<file path="src/rtl/regfile_dump_pkg.sv">
// Shared types for the register-file dump engine.
// REGFILE_DUMP_CSUM_EN adds a trailing XOR checksum beat.
package regfile_dump_pkg;

    localparam int REGADDR_W = 5;

    localparam logic [REGADDR_W-1:0] CSUM_IDX = 5'h1F;

`ifdef REGFILE_DUMP_CSUM_EN
    typedef enum logic [2:0] {
        IDLE  = 3'd0,
        FETCH = 3'd1,
        SEND  = 3'd2,
        DONE  = 3'd3,
        CSUM  = 3'd4
    } state_t;
`else
    typedef enum logic [1:0] {
        IDLE  = 2'd0,
        FETCH = 2'd1,
        SEND  = 2'd2,
        DONE  = 2'd3
    } state_t;
`endif

endpackage

</file>
<file path="src/rtl/regfile_dump.sv">
// Streams a range of register-file words out over a valid/ready port.
// Define REGFILE_DUMP_CSUM_EN to append an XOR checksum beat (idx 5'h1F).
module regfile_dump
    import regfile_dump_pkg::*;
#(
    parameter int N    = 32,
    parameter int NREG = 32
) (
    input  logic                 clk,
    input  logic                 rst,
    input  logic                 start,
    input  logic [REGADDR_W-1:0] first_reg,
    input  logic [REGADDR_W-1:0] last_reg,
    output logic [REGADDR_W-1:0] rd_addr,
    input  logic [N-1:0]         rd_data,
    output logic                 out_valid,
    input  logic                 out_ready,
    output logic [N-1:0]         out_data,
    output logic [REGADDR_W-1:0] out_idx,
    output logic                 out_last,
    output logic                 busy,
    output logic                 done
);

    state_t state;
    state_t state_nx;

    logic [REGADDR_W-1:0] idx;
    logic [REGADDR_W-1:0] end_idx;
    logic [REGADDR_W-1:0] idx_inc;
    logic                 fire;
    logic                 last_beat;

`ifdef REGFILE_DUMP_CSUM_EN
    logic [N-1:0] csum;
    // fin marks the final register word; out_last is reserved for the checksum
    logic         fin;

    assign last_beat = fin;
    assign out_valid = (state == SEND) || (state == CSUM);
`else
    assign last_beat = out_last;
    assign out_valid = (state == SEND);
`endif

    assign fire    = out_valid && out_ready;
    assign idx_inc = (idx == REGADDR_W'(NREG - 1)) ? '0 : idx + 1'b1;
    assign rd_addr = idx;
    assign busy    = (state != IDLE);
    assign done    = (state == DONE);

    always_comb begin
        state_nx = state;
        unique case (state)
            IDLE: begin
                if (start) state_nx = FETCH;
            end
            FETCH: state_nx = SEND;
            SEND: begin
                if (fire) begin
`ifdef REGFILE_DUMP_CSUM_EN
                    state_nx = last_beat ? CSUM : FETCH;
`else
                    state_nx = last_beat ? DONE : FETCH;
`endif
                end
            end
`ifdef REGFILE_DUMP_CSUM_EN
            CSUM: begin
                if (fire) state_nx = DONE;
            end
`endif
            DONE: state_nx = IDLE;
            default: state_nx = IDLE;
        endcase
    end

    always_ff @(posedge clk or posedge rst) begin
        if (rst) begin
            state    <= IDLE;
            idx      <= '0;
            end_idx  <= '0;
            out_data <= '0;
            out_idx  <= '0;
            out_last <= 1'b0;
`ifdef REGFILE_DUMP_CSUM_EN
            csum     <= '0;
            fin      <= 1'b0;
`endif
        end else begin
            state <= state_nx;
            unique case (state)
                IDLE: begin
                    if (start) begin
                        idx     <= first_reg;
                        end_idx <= last_reg;
`ifdef REGFILE_DUMP_CSUM_EN
                        csum    <= '0;
`endif
                    end
                end
                FETCH: begin
                    out_data <= rd_data;
                    out_idx  <= idx;
`ifdef REGFILE_DUMP_CSUM_EN
                    out_last <= 1'b0;
                    fin      <= (idx == end_idx);
                    csum     <= csum ^ rd_data;
`else
                    out_last <= (idx == end_idx);
`endif
                end
                SEND: begin
                    if (fire) begin
                        if (!last_beat) begin
                            idx <= idx_inc;
                        end
`ifdef REGFILE_DUMP_CSUM_EN
                        else begin
                            out_data <= csum;
                            out_idx  <= CSUM_IDX;
                            out_last <= 1'b1;
                        end
`endif
                    end
                end
                default: ;
            endcase
        end
    end

endmodule

</file>
<file path="config.mk">
export PLATFORM = sky130hd
export DESIGN_NAME = regfile_dump
export DESIGN_NICKNAME = d
export VERILOG_FILES = /design/src/rtl/regfile_dump_pkg.sv /design/src/rtl/regfile_dump.sv
export SDC_FILE = /design/constraint.sdc
export NUM_CORES = 1
export LEC_CHECK = 0
export BUFFER_PORTS_ARGS = -buffer_cell sky130_fd_sc_hd__buf_2
export CAP_MARGIN = 20
export CORE_UTILIZATION = 45
export DETAILED_ROUTE_END_ITERATION = 8
export HOLD_SLACK_MARGIN = 0.05
export PLACE_DENSITY = 0.76
export SLEW_MARGIN = 25
export SYNTH_ARGS = -nofsm -noshare
export SYNTH_HDL_FRONTEND = slang
export SYNTH_SLANG_ARGS = --single-unit
</file>
<file path="constraint.sdc">
create_clock -name clk -period 2.9 [get_ports clk]
set_input_delay 0.58 -clock clk [delete_from_list [all_inputs] [get_ports clk]]
set_output_delay 0.58 -clock clk [all_outputs]
set_load 0.01 [all_outputs]
</file>
# == Word level (Yosys, flattened, before mapping) ==
# Cells that the tools add are included.
# word_totals
reg_bits,50
output_inout_bits,46
# op_classes
muxes,9
n_eq_ne,8
addsub,1
n_reduce_logical,7
# op_table
operator,count
$mux W5,4
$pmux W5 S2,1
$pmux W2 S4,1
$mux W2,3
$add A5 B1 Y5 const B,1
$eq A5 B5 Y1,1
$eq A5 B5 Y1 const B,1
$eq A2 B2 Y1 const B,2
$ne A2 B2 Y1 const B,2
$reduce_and A2 Y1,2
$reduce_and A4 Y1,1
$reduce_bool A2 Y1,2
$eq A2 B1 Y1 const B,1
$logic_not A2 Y1,1
$ne A2 B1 Y1 const B,1
$logic_and A1 B1 Y1,1

# == Longest topological paths before layout ==
# logic_depth
depth_word,5
mapped_depth,6

# == Worst setup path after synthesis ==
# OpenSTA, ideal clock, no wires.
# synth_timing
kind,flip-flop to flip-flop
from,"register idx[0], in the netlist rd_addr[0]"
to,"register idx[3], in the netlist rd_addr[3]"
path_stages_with_launch,7
period_less_slack_ns,1.671
t_arrival_ns,1.589
setup_time_ns,0.082
slack_ns,1.229
path_cell_list,dfrtp_1 ha_1 and3_1 ha_1 nor3b_1 a32oi_1 o22ai_1
# synth_via
elab_chain_len,5
elab_cells_between_ends,6
# synth_lines
item,line_no,rtl
start: declaration,regfile_dump.sv:28,logic [REGADDR_W-1:0] idx;
start signal: assignment,regfile_dump.sv:95,idx <= first_reg;
start signal: assignment,regfile_dump.sv:116,idx <= idx_inc;
$add A5 B1 Y5 / $eq A5 B5 Y1 (equally long branches),regfile_dump.sv:47,assign idx_inc = (idx == REGADDR_W'(NREG - 1)) ? '0 : idx + 1'b1;
$mux W5 (*),regfile_dump.sv:47,
$mux W5 (*),regfile_dump.sv:115,if (!last_beat) begin
$mux W5 (*),regfile_dump.sv:114,if (fire) begin
$pmux W5 S2 (*),regfile_dump.sv:92,unique case (state)
# Mark *: on every way between the ends. The rest lies on a longest branch, timed or not. The select of a mux whose other input is x is not followed.
# A chain may end at the register's enable or synchronous reset.

# == Worst setup path after layout ==
# layout_timing
from,register state[0]
to,output out_valid
# layout_via
elab_chain_len,1
# layout_lines
item,line_no,rtl
start: declaration,regfile_dump.sv:25,state_t state;
start signal: assignment,regfile_dump.sv:91,state <= state_nx;
$eq A2 B2 Y1,regfile_dump.sv:43,assign out_valid = (state == SEND);
end: declaration,regfile_dump.sv:16,"output logic out_valid,"
# Every way passes these cells.

==> results.md <==
- Outcome: completed
- DP Cell Count: 285
- First-pass GRT wire length: 6734 um
- Antenna violations before repair: 0
- Initial drt markers: 70
- Seq/Total Area, Yosys: 0.5935
- Yosys top cell by area: dfrtp_1
- Worst Path Required: 2.32 ns
- Yosys reg bits: 50
- Die Y: 70.45 um
- Slowest stage cell, crit path: dfrtp_1
- Pin count of the biggest net entering global routing: 44
- Crit end category: primary output
- Final std cells w/o fill: 293
- Syn nets: 194
- Setup TNS: 0 ns
- Share of layout cells above drive strength 1: 0.6017
- Core Area: 4414 um^2
- Synth Area per Inst: 14.44 um^2
- Slew headroom: 0.3530
- Fin. max-slew vios: 0
- Count of unique library cells instantiated by Yosys: 32
- Clock sinks: 50
- Resize count post-CTS: 0
- Hold Fails Final Rpt: 0
- # rows: 24
- Number of flops mapped to enable cells by yosys: 0
- Clk_skew: 0.004507 ns
- Crit path cell chain: nand2b_1 -> inv_1 -> buf_2
- Endpoints failing setup: 0
- CTS tree: yes
- Worst setup path startpoint: state[0]$_DFFE_PP0P_
- Crit path buffers/inverters: 2
- Die area: 4963 um^2
- Synth Instances: 146
- Detail Route Antenna Nets: 0
- Synthesis warning total: 0
- Area Overhead vs Synth: 27.83%
- Yosys top cell area share: 0.5935
- CTS root buf: clkbuf_8
- Wire length per cell: 13.71 um
- Post-CTS Setup Bufs: 0
- Final Cycle Share: 0.6855
- Via-to-Cell Ratio: 5.177
- Cell family with most CP delay: flip-flops
- IO Port Bufs: 91
- LEAKAGE: 1.348 nW
- Worst Setup Start Kind: flop
- Clk_lat worst skew: 0.29 ns
- Max VDD drop: 0.5016 mV
- Pwr/cell area: 1151 nW/um^2
- CP max stage delay: 0.50 ns
- Post-synth ARST share: 1.000
- Hold slack: 0.3344 ns
- Cell with the most instances after synthesis: dfrtp_1
- Initial Util: 0.4776
- RSZ-0062 raised after global routing: no
- Post-synth top cells: dfrtp_1, mux2_2, nand2_1, o21ai_0, inv_1
- Critical path type: reg2out
- CTS HTree Levels: 2
- Filler cells: 383
- 1st-pass router iterations: 4
- Clk buf depth: 2
- GPL Wtd Cong: 0.9163
- CTS hold repair buffers: 0
- Cts bufs inserted: 5
- Top_reg_cell synth: dfrtp_1
- Post-Syn Area: 2108 um^2
- Overflow after GRT: 0
- Crit path max fanout: 9
- Critical Path AT: 1.41 ns
- DRT Wirelength: 4017 um
- Peak Freq: 503.0 MHz
- Ant diodes: 0
- Vias: 1,517
- Worst reg2reg startpoint: state[1]$_DFFE_PP0P_
- Die W: 70.45 um
- Top cells by area, synth: dfrtp_1, mux2_2, buf_6
- Vias in the first global route: 1,510
- Final HPWL DP: 3008 um
- Total Nets Final: 288
- Total Routing Usage GR: 0.1729
- Tightest Pin Transition: 0.9705 ns
- DRC: 0
- HP Class: in2async
- Max-Cap Viols: 0
- Shortest period the worst path allows: 1.988 ns
- # IOs: 92
- Clk pin slew, worst setup/hold paths: 0.08 ns
-- through the flow --
step	utilization	setup slack [ns]	cell area (um^2)	total power, mW
finish	0.6105	0.9121	2695	3.102
global route	0.6105	0.7925	2695	3.329
CTS	0.6105	0.9245	2695	3.148
detailed placement	0.5865	1.025	2589	2.678
global placement	0.5865	1.045	2589	2.640
floorplan	-	1.119	2108	2.224
-- kinds of logic after synthesis --
| logic type | share of synthesized area |
|---|---|
| and+or+nand+nor | 0.06647 |
| adders and majority gates | 0.01187 |
| AOI/OAI and AO/OA | 0.05342 |
| buffers and inverters | 0.03620 |
| muxes | 0.2178 |
| xor gates and xnor gates | 0.02078 |
| DFF | 0.5935 |
-- power by group --
group          internal (mW)  total, mW  leakage [nW]  switching (mW)
sequential              1.05       1.28         0.593           0.227
clock                  0.258      0.463        0.0524           0.205
combinational          0.718       1.36         0.702           0.640
total                   2.03       3.10          1.35            1.07
-- layout make-up --
type                            instances  area [um^2]  share of cell area
Timing Repair Buffer                   93        470.5              0.1746
Tap cell                               52        65.06             0.02414
Sequential cell                        50         1251              0.4643
Inverter                                5        18.77            0.006964
Clock inverter                          1        30.03             0.01114
Multi-Input combinational cell         85        783.3              0.2906
Clock buffer                            7        76.32             0.02832
-- flip-flops by register name, indices dropped and copies added, names as in the netlist --
register / flops
out_data: 32
end_idx: 5
out_idx: 5
rd_addr: 5
state: 2
out_last: 1
-- routing by layer --
layer | routed length [um] | vias to the layer above | track usage | part of all wire
met4 | 32 | 0 | 0.04444 | 0.0080
li1 | - | 710 | - | -
met2 | 1874 | 73 | 0.2868 | 0.47
met3 | 369 | 5 | 0.06061 | 0.092
met5 | 0 | - | 0 | 0
met1 | 1741 | 729 | 0.2145 | 0.43
-- worst paths after layout --
| path | endpoint | slack [ns] | depth (start not counted) |
|---|---|---|---|
| hold reg to reg | out_idx[0]$_DFFE_PP0N_ | 0.49 | 2 |
| hold / removal | out_data[12]$_DFFE_PP0N_ | 0.33 | 3 |
| setup reg to reg | out_data[4]$_DFFE_PP0N_ | 1.05 | 2 |
| min in group clk | out_idx[0]$_DFFE_PP0N_ | 0.49 | 2 |
| setup / recovery | out_valid | 0.91 | 3 |
| max in group asynchronous | out_data[20]$_DFFE_PP0N_ | 2.30 | 3 |
-- tightest hold or removal path: cells and delay by family --
family / cells / cell delay, ns
buffers and inverters: 3 / 0.43
-- layout by cell type (no fill, tap or decap), types with 2 or more instances in the layout --
cell	n
a32oi_1	2
and3_1	2
buf_2	91
buf_4	2
clkbuf_1	2
clkbuf_8	5
dfrtp_1	50
ha_1	2
inv_1	4
mux2_2	39
mux2i_1	2
nand2_1	6
nand3_1	3
o21ai_0	6
xnor2_1	3
xor2_1	2
(Power assumes the default switching activity.)
